## src/rtl/pixel_stream_packer.sv

```systemverilog
// -----------------------------------------------------------------------------
// pixel_stream_packer
//
// Packs the ray-tracing unit's pixel stream into AXI4-Stream video. The block
// tracks the write-side raster position, generates SOF (tuser) and EOL (tlast)
// from frame geometry, and records framing disagreements with the upstream
// in_sof / in_eol markers in sticky error flags. Accepted pixels pass through
// a FIFO_DEPTH-entry buffer. That buffer decouples in_ready from m_axis_tready.
//
// Parameters
//   FIFO_DEPTH    output buffer entries (power of two, >= 2)
//
// Ports
//   aclk          clock, all logic on the rising edge
//   aresetn       synchronous active-low reset
//   image_width   frame width in pixels (0 behaves as 1)
//   image_height  frame height in pixels (0 behaves as 1)
//   in_valid      upstream pixel valid
//   in_ready      pixel accepted when in_valid && in_ready
//   in_r/g/b      pixel colour components
//   in_sof        upstream start-of-frame marker
//   in_eol        upstream end-of-line marker
//   m_axis_*      AXI4-Stream video output; tdata = {r,g,b}, tuser = SOF,
//                 tlast = EOL
//   clear_err     clears sof_err / eol_err (a same-cycle error event wins)
//   sof_err       sticky: in_sof disagreed with the tracked position
//   eol_err       sticky: in_eol disagreed with the tracked position
//   frame_count   number of completed frames, wraps modulo 2^16
// -----------------------------------------------------------------------------
module pixel_stream_packer #(
  parameter int unsigned FIFO_DEPTH = 4
) (
  input  logic        aclk,
  input  logic        aresetn,
  input  logic [12:0] image_width,
  input  logic [12:0] image_height,
  input  logic        in_valid,
  output logic        in_ready,
  input  logic [7:0]  in_r,
  input  logic [7:0]  in_g,
  input  logic [7:0]  in_b,
  input  logic        in_sof,
  input  logic        in_eol,
  output logic [23:0] m_axis_tdata,
  output logic        m_axis_tvalid,
  input  logic        m_axis_tready,
  output logic        m_axis_tuser,
  output logic        m_axis_tlast,
  input  logic        clear_err,
  output logic        sof_err,
  output logic        eol_err,
  output logic [15:0] frame_count
);

  localparam int unsigned PTR_W   = (FIFO_DEPTH > 1) ? $clog2(FIFO_DEPTH) : 1;
  localparam int unsigned CNT_W   = PTR_W + 1;
  localparam int unsigned ENTRY_W = 26;  // {r,g,b,sof,eol}
  localparam logic [CNT_W-1:0] DEPTH_C = CNT_W'(FIFO_DEPTH);

  // FIFO storage and bookkeeping
  logic [ENTRY_W-1:0] fifo_q [FIFO_DEPTH];
  logic [PTR_W-1:0]   wr_ptr_q, wr_ptr_d;
  logic [PTR_W-1:0]   rd_ptr_q, rd_ptr_d;
  logic [CNT_W-1:0]   count_q, count_d;

  // Raster position and latched frame geometry
  logic [12:0] x_q, x_d;
  logic [12:0] y_q, y_d;
  logic [12:0] w_q, w_d;
  logic [12:0] h_q, h_d;
  logic [15:0] fc_q, fc_d;

  // Sticky error flags
  logic sof_err_q, sof_err_d;
  logic eol_err_q, eol_err_d;

  // Per-accept decode
  logic               push_s;
  logic               pop_s;
  logic               at_origin_s;
  logic               resync_s;
  logic               eol_c_s;
  logic               tuser_s;
  logic               sof_set_s;
  logic               eol_set_s;
  logic [12:0]        live_w_s;
  logic [12:0]        live_h_s;
  logic [12:0]        cur_w_s;
  logic [12:0]        cur_h_s;
  logic [ENTRY_W-1:0] wr_entry_s;
  logic [ENTRY_W-1:0] head_s;

  // Handshakes: both depend only on registered state and the reset pin.
  assign in_ready      = aresetn & (count_q < DEPTH_C);
  assign m_axis_tvalid = aresetn & (count_q != {CNT_W{1'b0}});
  assign push_s        = in_valid & in_ready;
  assign pop_s         = m_axis_tvalid & m_axis_tready;

  // Geometry of value 0 behaves as 1.
  assign live_w_s = (image_width  == 13'd0) ? 13'd1 : image_width;
  assign live_h_s = (image_height == 13'd0) ? 13'd1 : image_height;

  // The first pixel of a frame sees the live geometry. The latched copy is
  // used for the rest of the frame, so changes to image_width/height
  // mid-frame have no effect until the next frame.
  assign at_origin_s = (x_q == 13'd0) && (y_q == 13'd0);
  assign cur_w_s     = at_origin_s ? live_w_s : w_q;
  assign cur_h_s     = at_origin_s ? live_h_s : h_q;
  assign eol_c_s     = (x_q == (cur_w_s - 13'd1));

  // An unexpected in_sof restarts the frame on this pixel, so it is marked SOF.
  assign resync_s   = in_sof & ~at_origin_s;
  assign tuser_s    = at_origin_s | in_sof;
  assign wr_entry_s = {in_r, in_g, in_b, tuser_s, eol_c_s};

  assign head_s       = fifo_q[rd_ptr_q];
  assign m_axis_tdata = head_s[25:2];
  assign m_axis_tuser = head_s[1];
  assign m_axis_tlast = head_s[0];

  assign sof_err     = sof_err_q;
  assign eol_err     = eol_err_q;
  assign frame_count = fc_q;

  // FIFO pointer and occupancy next-state
  always_comb begin
    wr_ptr_d = wr_ptr_q;
    rd_ptr_d = rd_ptr_q;
    count_d  = count_q;
    if (push_s) begin
      wr_ptr_d = wr_ptr_q + PTR_W'(1);
    end else begin
      wr_ptr_d = wr_ptr_q;
    end
    if (pop_s) begin
      rd_ptr_d = rd_ptr_q + PTR_W'(1);
    end else begin
      rd_ptr_d = rd_ptr_q;
    end
    case ({push_s, pop_s})
      2'b10:   count_d = count_q + CNT_W'(1);
      2'b01:   count_d = count_q - CNT_W'(1);
      default: count_d = count_q;
    endcase
  end

  // Raster position, geometry latch, frame counter and framing-error detection
  always_comb begin
    x_d       = x_q;
    y_d       = y_q;
    w_d       = w_q;
    h_d       = h_q;
    fc_d      = fc_q;
    sof_set_s = 1'b0;
    eol_set_s = 1'b0;
    if (push_s) begin
      sof_set_s = in_sof ^ at_origin_s;
      eol_set_s = in_eol ^ eol_c_s;
      if (resync_s) begin
        // Treat this pixel as (0,0) of a new frame. This is not counted as a
        // completed frame.
        w_d = live_w_s;
        h_d = live_h_s;
        if (live_w_s == 13'd1) begin
          x_d = 13'd0;
          if (live_h_s == 13'd1) begin
            y_d = 13'd0;
          end else begin
            y_d = 13'd1;
          end
        end else begin
          x_d = 13'd1;
          y_d = 13'd0;
        end
      end else begin
        if (at_origin_s) begin
          w_d = live_w_s;
          h_d = live_h_s;
        end else begin
          w_d = w_q;
          h_d = h_q;
        end
        if (eol_c_s) begin
          x_d = 13'd0;
          if (y_q == (cur_h_s - 13'd1)) begin
            y_d  = 13'd0;
            fc_d = fc_q + 16'd1;
          end else begin
            y_d  = y_q + 13'd1;
            fc_d = fc_q;
          end
        end else begin
          x_d = x_q + 13'd1;
          y_d = y_q;
        end
      end
    end else begin
      x_d = x_q;
      y_d = y_q;
      w_d = w_q;
      h_d = h_q;
    end
  end

  // Sticky flags: a new error event takes priority over clear_err
  always_comb begin
    sof_err_d = sof_err_q;
    eol_err_d = eol_err_q;
    if (sof_set_s) begin
      sof_err_d = 1'b1;
    end else if (clear_err) begin
      sof_err_d = 1'b0;
    end else begin
      sof_err_d = sof_err_q;
    end
    if (eol_set_s) begin
      eol_err_d = 1'b1;
    end else if (clear_err) begin
      eol_err_d = 1'b0;
    end else begin
      eol_err_d = eol_err_q;
    end
  end

  // Control state registers
  always_ff @(posedge aclk) begin
    if (!aresetn) begin
      wr_ptr_q  <= {PTR_W{1'b0}};
      rd_ptr_q  <= {PTR_W{1'b0}};
      count_q   <= {CNT_W{1'b0}};
      x_q       <= 13'd0;
      y_q       <= 13'd0;
      w_q       <= 13'd1;
      h_q       <= 13'd1;
      fc_q      <= 16'd0;
      sof_err_q <= 1'b0;
      eol_err_q <= 1'b0;
    end else begin
      wr_ptr_q  <= wr_ptr_d;
      rd_ptr_q  <= rd_ptr_d;
      count_q   <= count_d;
      x_q       <= x_d;
      y_q       <= y_d;
      w_q       <= w_d;
      h_q       <= h_d;
      fc_q      <= fc_d;
      sof_err_q <= sof_err_d;
      eol_err_q <= eol_err_d;
    end
  end

  // FIFO storage. It is cleared on reset so the output beat reads as zero.
  always_ff @(posedge aclk) begin
    if (!aresetn) begin
      for (int i = 0; i < FIFO_DEPTH; i++) begin
        fifo_q[i] <= {ENTRY_W{1'b0}};
      end
    end else begin
      if (push_s) begin
        fifo_q[wr_ptr_q] <= wr_entry_s;
      end
    end
  end

endmodule

```

## config.mk

```make
export PLATFORM = sky130hd
export DESIGN_NAME = pixel_stream_packer
export DESIGN_NICKNAME = d
export VERILOG_FILES = /design/src/rtl/pixel_stream_packer.sv
export SDC_FILE = /design/constraint.sdc
export NUM_CORES = 1
export LEC_CHECK = 0
export CORE_MARGIN = 1
export CORE_UTILIZATION = 45
export DETAILED_ROUTE_END_ITERATION = 12
export PLACE_DENSITY = 0.68
export SLEW_MARGIN = 20
export SYNTH_ARGS = -nofsm -noshare
export SYNTH_HDL_FRONTEND = slang
export SYNTH_SLANG_ARGS = --single-unit
```

## constraint.sdc

```tcl
create_clock -name aclk -period 3.7 [get_ports aclk]
set_input_delay 0.37 -clock aclk [delete_from_list [all_inputs] [get_ports aclk]]
set_output_delay 0.37 -clock aclk [all_outputs]
set_load 0.05 [all_outputs]
```

Word level (Yosys, flattened, before mapping)
Memory sizes are Yosys's and may differ from the RTL's. A register that Yosys moved wholly into a read port is not among the register bits.
Cells that the tools add are included.
{"block": "classes", "add_sub_neg": 9, "mul": 0, "div_mod_pow": 0, "magnitude_cmp": 1, "eq_ne": 6, "shifts": 0, "muxes": 29, "n_bitwise": 10, "reduce_logical": 13}
{"cell": "2-to-1 mux 13 bit", "count": 12}
{"cell": "logical NOT 13 bit", "count": 4}
{"cell": "adder 13 x 1 -> 13 bit, second input constant", "count": 2}
{"cell": "equality test 13 x 1 -> 1 bit, second input constant", "count": 2}
{"cell": "equality test 13 bit", "count": 2}
{"cell": "2-to-1 mux 26 bit", "count": 1}
{"cell": "OR reduction 26 bit", "count": 1}
{"cell": "subtractor 13 x 1 -> 13 bit, second input constant", "count": 2}
{"cell": "adder 16 x 1 -> 16 bit, second input constant", "count": 1}
{"cell": "2-to-1 mux 1 bit", "count": 12}
{"cell": "nonzero test 2 bit", "count": 4}
{"cell": "2-to-1 mux 2 bit", "count": 3}
{"cell": "case mux 3 bit (2 select lines)", "count": 1}
{"cell": "AND 1 bit", "count": 5}
{"cell": "adder 2 x 1 -> 2 bit, second input constant", "count": 2}
{"cell": "AND reduction 4 bit", "count": 1}
{"cell": "adder 3 x 1 -> 3 bit, second input constant", "count": 1}
{"cell": "< comparator 3 bit, second input constant", "count": 1}
{"cell": "nonzero test 3 bit", "count": 1}
{"cell": "subtractor 3 x 1 -> 3 bit, second input constant", "count": 1}
{"cell": "equality test 2 x 1 -> 1 bit, second input constant", "count": 1}
{"cell": "equality test 2 bit, second input constant", "count": 1}
{"cell": "NOT 1 bit", "count": 2}
{"cell": "AND reduction 2 bit", "count": 1}
{"cell": "other kinds (3)", "count": 4}
{"block": "word_totals", "ff_bits": 77, "latchBits": 0, "ramBits": 104, "romBits": 0, "input_bits": 57, "out_inout_bits": 46, "mem_count": 1}
{"memory": "fifo_q", "depth": 4, "width": 26, "rd": 1, "rd_clocked_by_memory_dff": 1, "write_ports": 4, "line_no": "61", "text": "logic [ENTRY_W-1:0] fifo_q [FIFO_DEPTH];"}

Depth between registers and ports, before layout
{"block": "depth", "word_depth": 8, "depth_mapped": 22, "mapped_depth_nobuf": 17}

Least setup slack after synthesis
No wires, ideal clock.
{"block": "synth_path", "path_kind": "flip-flop to flip-flop", "startpoint": "reg y_q[7]", "endpoint": "reg y_q[9]", "t_arrival_ns": 3.842, "slack_ns": -0.269, "path_stages_with_launch": 22, "n_path_buf": 6, "path_cell_list": "dfxtp_1 -> buf_2 -> nor4_2 -> nand4_2 -> nor2_2 -> buf_4 -> buf_6 -> buf_6 -> mux2i_1 -> ha_1 -> clkbuf_1 -> nand4_1 -> xnor2_1 -> nor3_1 -> a211oi_1 -> a31oi_1 -> and4b_1 -> a21oi_1 -> buf_2 -> nor4_1 -> xnor2_1 -> nor2_1"}
{"block": "synth_between", "elab_chain_len": 8, "elab_cells_between_ends": 16, "classes_between": "add/sub: 3; eq/ne: 2; mux: 5; bitwise: 2; reduce/logical: 4"}
{"element": "from (decl)", "line_no": "68", "text": "logic [12:0] y_q, y_d;"}
{"element": "from (signal assigned)", "line_no": "243", "text": "y_q <= y_d;"}
{"element": "logical NOT 13 bit", "line_no": "106", "text": "assign at_origin_s = (x_q == 13'd0) && (y_q == 13'd0);"}
{"element": "logical AND 1 bit", "line_no": "106"}
{"element": "2-to-1 mux 13 bit"}
{"element": "subtractor 13 x 1 -> 13 bit", "line_no": "185", "text": "if (y_q == (cur_h_s - 13'd1)) begin"}
{"element": "equality test 13 bit", "line_no": "185"}
{"element": "2-to-1 mux 13 bit", "line_no": "185"}
{"element": "2-to-1 mux 13 bit", "line_no": "183", "text": "if (eol_c_s) begin"}
{"element": "2-to-1 mux 13 bit", "line_no": "159", "text": "if (resync_s) begin"}
Several ways; a longest one is shown, not always the timed one. The select of a mux whose other input is x is not followed.
A chain may end at the register's enable or synchronous reset.

Worst setup path in the final report
{"block": "layout_path", "startpoint": "reg x_q[1]", "endpoint": "reg fc_q[15] (netlist: frame_count[15])"}
{"block": "layout_between", "elab_chain_len": 6, "elab_cells_between_ends": 12, "classes_between": "add/sub: 2; eq/ne: 2; mux: 2; bitwise: 3; reduce/logical: 3"}
{"element": "from (decl)", "line_no": "67", "text": "logic [12:0] x_q, x_d;"}
{"element": "from (signal assigned)", "line_no": "231", "text": "x_q <= 13'd0;"}
{"element": "from (signal assigned)", "line_no": "242", "text": "x_q <= x_d;"}
{"element": "logical NOT 13 bit", "line_no": "106"}
{"element": "logical AND 1 bit", "line_no": "106"}
{"element": "2-to-1 mux 13 bit or NOT 1 bit (tied branches)"}
{"element": "subtractor 13 x 1 -> 13 bit (tied with other cells)", "line_no": "109", "text": "assign eol_c_s = (x_q == (cur_w_s - 13'd1));"}
{"element": "equality test 13 bit (tied with other cells)", "line_no": "109"}
{"element": "AND reduction 4 bit (no source line) (*)"}
{"element": "to (signal assigned)", "line_no": "235", "text": "fc_q <= 16'd0;"}
{"element": "to (signal assigned)", "line_no": "246", "text": "fc_q <= fc_d;"}
{"element": "to (decl)", "line_no": "71", "text": "logic [15:0] fc_q, fc_d;"}
Mark *: on every way between the ends. The rest lies on a longest branch, timed or not.

==> results by group <==
Run status
  • Status: complete, no violations

Setup path
  • Worst path max stage delay: 0.53 ns
  • CP startpoint: x_q[1]
  • Flop2flop setup slack: 0.13 ns
  • Crit path capture type: flop
  • Crit-path max FO: 8
  • Bufs and invs on worst path: 2
  • Crit start category: flop
  • RR Startpoint: x_q[1]
  • CP Cell Sequence: inv_1 > ha_4 > and4bb_2 > and4_2 > buf_4 > nand4_1 > o21ai_1 > ha_4 > a21boi_0 > or4_1 > o21a_1 > nor4_4 > nand4_4 > nor2_4 > nand4_1 > mux2i_1
  • Critical path arrival: 3.90 ns
  • Worst EP required: 4.03 ns
  • Crit path kind: reg2reg
  • CP top delay family: simple AND/OR/NAND/NOR gates
  • Slowest CP cell: or4_1

Final layout
  • Fin nets: 1166
  • Fillers: 1765
  • Diode count: 0
  • Share of cells above drive strength 1: 20.61%
  • P&R area growth vs syn: 29.16%
  • Fin util: 59.78%

CTS
  • Total CTS buffers: 17
  • Worst skew pair latency: 0.44 ns
  • Clock sinks: 183
  • CTS tree: built
  • Clk buf depth: 2
  • Clock-pin slew on the worst setup and hold paths: 0.08 ns
  • Root Driver: clkbuf_16
  • CTS H-tree depth: 4

Placed design
  • Final HPWL DP: 17.62 mm
  • Placer Congestion: 0.8959
  • IO buf count: 102

Route
  • Routed WL per cell: 18.78 µm
  • DRC Markers: 0
  • Final wirelength: 26.03 mm
  • Routed vias: 8113
  • DR pass1 iterations: 4
  • Vias per inst: 5.854
  • Iter 0 DRT Violations: 574
  • DRT antenna net count: 0

Timing
  • RSZ-0062 raised after global routing: yes
  • Hold Slack: 0.2597 ns
  • F_max: 279.8 MHz
  • Setup tns final: 0 ns
  • Crit share post-route: 96.58%
  • Final Max Slew Viols: 0
  • Slew HR: 27.55%
  • Post-route minimum period: 3.573 ns
  • Worst slew pin tran: 1.085 ns
  • Clock skew: 0.01251 ns
  • Final Hold Viols: 0
  • Final setup vio count: 0

Global routing
  • Vias in the first global route: 8124
  • GRT met1 Usage: 30.30%
  • First-pass GRT wire length: 41.90 mm
  • Largest net degree at the start of global routing: 44
  • Total track usage: 24.10%
  • Initial antenna violation count: 1
  • Gr busiest metal: met2
  • Met3 GRT Util: 4.238%
  • Met2 Usage GRT: 40.35%
  • Grt ovf: 0

Synthesis
  • Top_reg_cell synth: edfxtp_1
  • Syn nets: 998
  • Synth Register Bits: 183
  • Cells after Synth: 930
  • Top cells by count, synth: 104 x edfxtp_1, 79 x dfxtp_1, 63 x and2_1
  • Synth warn: 0
  • Most frequent cell after synthesis: edfxtp_1
  • Top-area cell type share of the netlist area: 31.80%
  • Async set-reset flop share out of synthesis: 0%
  • Post-synth EDFFs: 104
  • Mapped Avg Cell Area: 10.56 µm²
  • Largest area contributor in the synthesized netlist: edfxtp_1
  • Post-synthesis cell area: 9821 µm²
  • Yosys cell types: 76
  • Ranking of synthesized cells by area: edfxtp_1 32%, dfxtp_1 16%, mux4_2 6.0%
  • Sequential fraction of the synthesis area: 47.90%

Pwr
  • Maximum vdd drop: 0.3399 mV
  • Sequential power share: 41.7%
  • Leak: 4.968 nW
  • Switching share of power: 32.31%
  • Int Power: 3.830 mW
  • Sw Pwr: 1.828 mW
  • Share of total power in the clock network: 33.7%
  • Share of total power in combinational logic: 24.6%
  • Pwr/cell area: 446.1 nW/µm²

Job
  • Total of max-cap violations: 0

Floorplanning
  • Core Box Area: 21220 µm²
  • DIE AREA: 22420 µm²
  • Chip width: 149.7 µm
  • IO Pins: 103
  • Cell row count: 53
  • Starting density of the core: 46.28%
  • Die H: 149.7 µm

Min path
  • Hold Crit Start: aresetn
  • Hold crit path type: in2reg
## per-layer routing
metal  up-vias  wire length [µm]
li1       3826                 -
met1      3947             11040
met2       281             12890
met3        59              1400
met4         0               704
met5         -                 0
## metrics by stage
stage,worst slack [ns],power [mW],instance area [µm²],instances
2_1_floorplan,0.01153,3.260,9980,930
3_3_place_gp,-0.1116,3.722,11870,1349
3_5_place_dp,-0.2345,3.737,11870,1349
4_1_cts,0.01002,5.634,12520,1382
5_1_grt,-0.1012,5.896,12680,1386
6_report,0.1265,5.658,12680,1386
## kinds of logic (layout without fill, tap and decap cells)
kind of cell,Yosys count,count (layout),synth area share [%]
flip-flops,183,183,47.90
AND/OR/NAND/NOR,413,414,23.89
multiplexers,49,49,8.332
XOR/XNOR,47,47,4.192
buffers and inverters,89,269,3.809
adder cells (fa/ha/maj),11,11,1.478
AO/OA/AOI/OAI,138,138,10.40
## final timing paths
path | endpoint | cells past startpoint
setup / recovery | frame_count[15] | 16
hold / removal | count_q[2] | 2
setup reg to reg | frame_count[15] | 16
hold reg to reg | frame_count[15] | 1
## power groups by stage
stage	combinational [mW]	clock (mW)	sequential, mW
finish	1.39	1.90	2.36
global route	1.50	2.02	2.37
global placement	1.32	0	2.40
floorplan	0.885	0	2.38
detailed placement	1.33	0	2.40
CTS	1.34	1.93	2.36
## layout make-up
class / instances / area, µm² / area share (%)
Inverter: 28 / 105.1 / 0.8286
Multi-Input combinational cell: 659 / 5020 / 39.57
Clock inverter: 15 / 206.4 / 1.628
Sequential cell: 183 / 4710 / 37.13
Tap cell: 275 / 344.1 / 2.713
Clock buffer: 17 / 425.4 / 3.354
Timing Repair Buffer: 209 / 1874 / 14.78
## placed cells by master (no fill, tap or decap), types with 9 or more instances in the layout
cell	synthesis	layout
buf_4	2	102
clkdlybuf4s50_1	0	100
nor2_1	57	56
nor4_1	18	12
nand2b_1	24	24
nand2_1	53	51
xnor2_1	29	28
o21ai_0	19	17
a22o_1	25	25
a21oi_1	19	17
nand4_1	23	23
clkbuf_16	0	17
xor2_1	18	17
or3_1	9	9
mux4_2	26	26
and2_1	63	63
nand3_1	38	36
nor3_1	25	21
and3_1	58	58
inv_1	26	23
dfxtp_1	79	75
mux2i_1	21	20
edfxtp_1	104	104
## what timing repair did
item,in CTS,in global routing
cloned,1,0
buffers inserted,0,4
hold buffers,0,0
endpoints found under the setup margin,10,41
gates resized for setup,3,30
pin swaps,5,25
## state kept, by name, summed over array words and instances, names as in the netlist, named ones only
register / cells
w_q: 13
y_q: 13
sof_err: 1
rd_ptr_q: 2
wr_ptr_q: 2
x_q: 13
eol_err: 1
fifo_q: 104
frame_count: 16
h_q: 13
count_q: 3
No activity file was read; power rests on OpenSTA's default activity.
==> RTL edit 1: new RTL, same flow settings <==
Make the reset (`aresetn`) asynchronous in 2 clocked blocks. Comments in the files are not updated.
--- a/src/rtl/pixel_stream_packer.sv
+++ b/src/rtl/pixel_stream_packer.sv
@@ -223,7 +223,7 @@
   end
 
   // Control state registers
-  always_ff @(posedge aclk) begin
+  always_ff @(posedge aclk or negedge aresetn) begin
     if (!aresetn) begin
       wr_ptr_q  <= {PTR_W{1'b0}};
       rd_ptr_q  <= {PTR_W{1'b0}};
@@ -250,7 +250,7 @@
   end
 
   // FIFO storage. It is cleared on reset so the output beat reads as zero.
-  always_ff @(posedge aclk) begin
+  always_ff @(posedge aclk or negedge aresetn) begin
     if (!aresetn) begin
       for (int i = 0; i < FIFO_DEPTH; i++) begin
         fifo_q[i] <= {ENTRY_W{1'b0}};
Behaviour: differs if aresetn is asserted again (counterexample within 4 cycles, from zero or initial values and one cycle with aresetn low); with aresetn held inactive, the same outputs for 4 cycles.
==> RTL edit 1 against the unedited design <==
The run now ends with setup timing left; worst setup slack worse by 360 ps; area after synthesis up 4.4%; sequential cell count down 2; critical endpoint is now frame_count[1]; highest routed layer unchanged; wire length up 2.3%; final area up 6.1%; fmax down 9.2%; utilization up 1.1 points; critical path type unchanged; via count down 0.17%; count of clock-buffer cells in the layout unchanged.
Power is not compared: it rests on default switching activity, and its combinational part moved more than twofold at a synthesized area within 25%.
==> RTL edit 1: results (changes against the unedited design) <==
reg2regPathDepth: 17  # was 16
setup_violations: 47  # was 0
crit_slowest_cell: "nor4_4"  # was or4_1
final_nets: 1195  # was 1166
grt_pass1_vias: 8469  # was 8124
drive_gt1_share_pct: 34.5  # was 20.6%
ys_types: 78  # was 76
vias_per_cell: 5.72  # was 5.85
track_usage_pct: 24.0  # was 24.1%
status: "finished, violations left"  # was complete, no violations
hpwlAfterDp_um: 18400  # was 17600 um
async_flop_share_pct: 100  # was 0%
timing.setup.tns_ps: -7130  # was 0 ps
grt_max_degree: 182  # was 44
grt_pass1_wl_um: 44100  # was 41900 um
crit_path_max_incr_delay_ps: 420  # was 530 ps
setup_slack_ps: -237  # was 127 ps
holdCritPathClass: "in -> async"  # was in -> reg
maxSlewHeadroom_pct: 37.6  # was 27.5%
ys_seq_area_share_pct: 44.2  # was 47.9%
postPlaceCellArea_um2: 12400  # was 11900 um2
drt_iter0_drc: 504  # was 574
dp.cells: 1370  # was 1349
cp.arrival_ps: 4270  # was 3900 ps
post_cts_buffers: 11  # was 0
num_vias: 8099  # was 8113
synth_ff_type: "dfrtp_1"  # was edfxtp_1
place.gp.congestion: 0.850  # was 0.896
cp-endpoint: "frame_count[1]"  # was frame_count[15]
reg2reg_to: "frame_count[1]"  # was frame_count[15]
finClkSkew_ps: 11.6  # was 12.5 ps
first_pass_iters: 5  # was 4
vdd_ir_drop_max_mv: 0.351
fillers: 1780  # was 1765
cp-startpoint: "y_q[11]"  # was x_q[1]
p_switching_uw: 4220
ys_top_cells_by_area: "dfrtp_1 44%, mux2_2 13%, mux4_2 5.7%"  # was edfxtp_1 32%, dfxtp_1 16%, mux4_2 6.0%
failed_checks: "setup timing"
pre_cts_ws_ps: -426  # was -235 ps
drt-total-wl_um: 26600  # was 26000 um
-- RTL edit 1: worst reg2reg max path: stages (launching register included) --
cell,delay (ps)
dfrtp_1,410
nor4_4,420
nand4_4,190
nor2_8,170
inv_4,50
buf_4,180
mux2i_1,180
ha_2,230
nor2b_4,150
nand4b_1,140
xor2_2,210
nor2_2,150
a221oi_2,60
a2111oi_4,370
buf_4,190
nand3_4,150
nor3_4,260
mux2_4,320
-- RTL edit 1: metal layers --
layer  global-route usage [%]  vias to the layer above  share of wire (%)
li1                         -                     3807                  -
met1                     30.5                     4043                 43
met2                     40.8                      198                 51
met3                     3.83                       51                3.9
met4                     9.91                        0                2.4
met5                        0                        -                  0
-- RTL edit 1: power by group through the flow --
| stage | Sequential (uW) | Clock (uW) | Combinational, uW |
|---|---|---|---|
| floorplan | 3120 | 0 | 3670 |
| global placement | 3320 | 0 | 4900 |
| detailed placement | 3370 | 0 | 5010 |
| CTS | 3350 | 1940 | 5110 |
| global route | 3480 | 2020 | 5490 |
| finish | 3370 | 1900 | 5150 |
-- RTL edit 1: final cells by class --
class	instances	area (um2)	share of cell area [%]
Timing Repair Buffer	233	2090	15.5
Clock inverter	15	195	1.45
Tap cell	280	350	2.60
Inverter	31	119	0.883
Multi-Input combinational cell	659	5750	42.7
Sequential cell	181	4530	33.7
Clock buffer	17	425	3.16
-- RTL edit 1: kinds of logic after synthesis --
group / share of synthesized area [%]
AND/OR/NAND/NOR: 16.5
flip-flops: 44.2
multiplexers: 19.5
XOR/XNOR: 5.38
adder cells (fa/ha/maj): 1.90
AO/OA/AOI/OAI: 9.22
buffers and inverters: 3.40
==> RTL edit 2: new RTL, config.mk and constraints unchanged <==
Without the edit above. Set the parameter `FIFO_DEPTH` to 2 (it was 4).
--- a/src/rtl/pixel_stream_packer.sv
+++ b/src/rtl/pixel_stream_packer.sv
@@ -28,7 +28,7 @@
 //   frame_count   number of completed frames, wraps modulo 2^16
 // -----------------------------------------------------------------------------
 module pixel_stream_packer #(
-  parameter int unsigned FIFO_DEPTH = 4
+  parameter int unsigned FIFO_DEPTH = 2
 ) (
   input  logic        aclk,
   input  logic        aresetn,
Behaviour: not the same (a bounded check fails within 4 cycles, from zero or initial values and one cycle with aresetn low).
==> RTL edit 2 against the unedited design <==
The run now ends with setup timing left; final area is 15% lower; combinational power rose by 8%; wire length decreased by 15%; global-route usage increased by 1.5 points; die area fell by 24%; worst setup slack lost 690 ps; critical path depth up 2; area after synthesis shrank 24%; count of clock-buffer cells in the layout rose by 1; power shrank 16%; sequential cell count fell by 56; worst hold slack gained 220 ps; largest power group unchanged; highest routed layer unchanged.
==> RTL edit 2: results (changes against the unedited design) <==
clk_pin_slew_ps: 60  # was 80 ps
failed_checks: "setup timing"
use_met3_pct: 5.01  # was 4.24%
pre_cts_ws_ps: -860  # was -235 ps
cp.arrival_ps: 4620  # was 3900 ps
hold_ws_ps: 480  # was 260 ps
post_cts_buffers: 16  # was 0
setup_violations: 45  # was 0
place.gp.congestion: 0.938  # was 0.896
grt_pass1_vias: 7014  # was 8124
post_drt_wl_per_cell_um: 18.2  # was 18.8 um
postPlaceCellArea_um2: 9490  # was 11900 um2
p_leak_uw: 0.00422  # was 0.00497 uW
drive_gt1_share_pct: 28.3  # was 20.6%
antenna_found_initial: 0  # was 1
largest_reg_flops: 52  # was 104
switching_share_pct: 33.0  # was 32.3%
drt-met1-wl_um: 9430  # was 11000 um
use_met1_pct: 32.3  # was 30.3%
synth_enable_flop_cells: 52  # was 104
fillers: 1201  # was 1765
crit_fanout: 7  # was 8
syn_inst: 784  # was 930
first_pass_iters: 5  # was 4
num_vias: 7261  # was 8113
status: "finished, violations left"  # was complete, no violations
clock_latency_ps: 420  # was 440 ps
finClkSkew_ps: 9.24  # was 12.5 ps
tightest_slew_ps: 908  # was 1090 ps
met3WireLength_um: 1280  # was 1400 um
grt_max_degree: 53  # was 44
vdd_ir_drop_max_mv: 0.373  # was 0.340 mV
ys_top_cells_by_count: "75 x dfxtp_1, 52 x edfxtp_1, 47 x nor2_1"  # was 104 x edfxtp_1, 79 x dfxtp_1, 63 x and2_1
timing.setup.tns_ps: -19260  # was 0 ps
setup_slack_ps: -560  # was 127 ps
ys_seq_area_share_pct: 40.9  # was 47.9%
RTL edit 2: path summary, 6_finish.rpt:
| kind | from | endpoint | depth (start not counted) |
|---|---|---|---|
| min | w_q[12] | w_q[12] | 1 |
| max | y_q[1] | y_q[12] | 18 |
| min reg2reg | w_q[12] | w_q[12] | 1 |
| max reg2reg | y_q[1] | y_q[12] | 18 |
RTL edit 2: logic make-up (layout without fill, tap and decap cells):
family | count (synthesis) | after routing | share of synthesized area [%]
AO/OA/AOI/OAI | 153 | 155 | 16.0
XOR/XNOR | 47 | 47 | 5.69
adder cells (fa/ha/maj) | 10 | 10 | 1.67
multiplexers | 38 | 38 | 5.55
AND/OR/NAND/NOR | 338 | 338 | 26.1
flip-flops | 127 | 127 | 40.9
buffers and inverters | 71 | 287 | 4.10
RTL edit 2: worst max-delay path, delay by kind of cell, from the launching register on:
kind | cells | cell delay, ps
AND/OR/NAND/NOR | 6 | 1590
AO/OA/AOI/OAI | 5 | 1210
buffers and inverters | 4 | 460
adder cells (fa/ha/maj) | 2 | 350
flip-flops | 1 | 320
multiplexers | 1 | 260
RTL edit 2: power by group through the flow:
stage	clock [uW]	combinational, uW	sequential [uW]
floorplan	0	824	1640
detailed placement	0	1260	1660
finish	1610	1500	1640
global placement	0	1230	1650
CTS	1630	1400	1630
global route	1690	1600	1650
RTL edit 2: layout make-up:
cell class / count / area (um2) / share of cell area [%]
Multi-Input combinational cell: 588 / 4660 / 43.3
Inverter: 19 / 71.3 / 0.662
Tap cell: 216 / 270 / 2.51
Sequential cell: 127 / 3070 / 28.4
Clock buffer: 18 / 429 / 3.98
Clock inverter: 14 / 134 / 1.24
Timing Repair Buffer: 236 / 2140 / 19.9
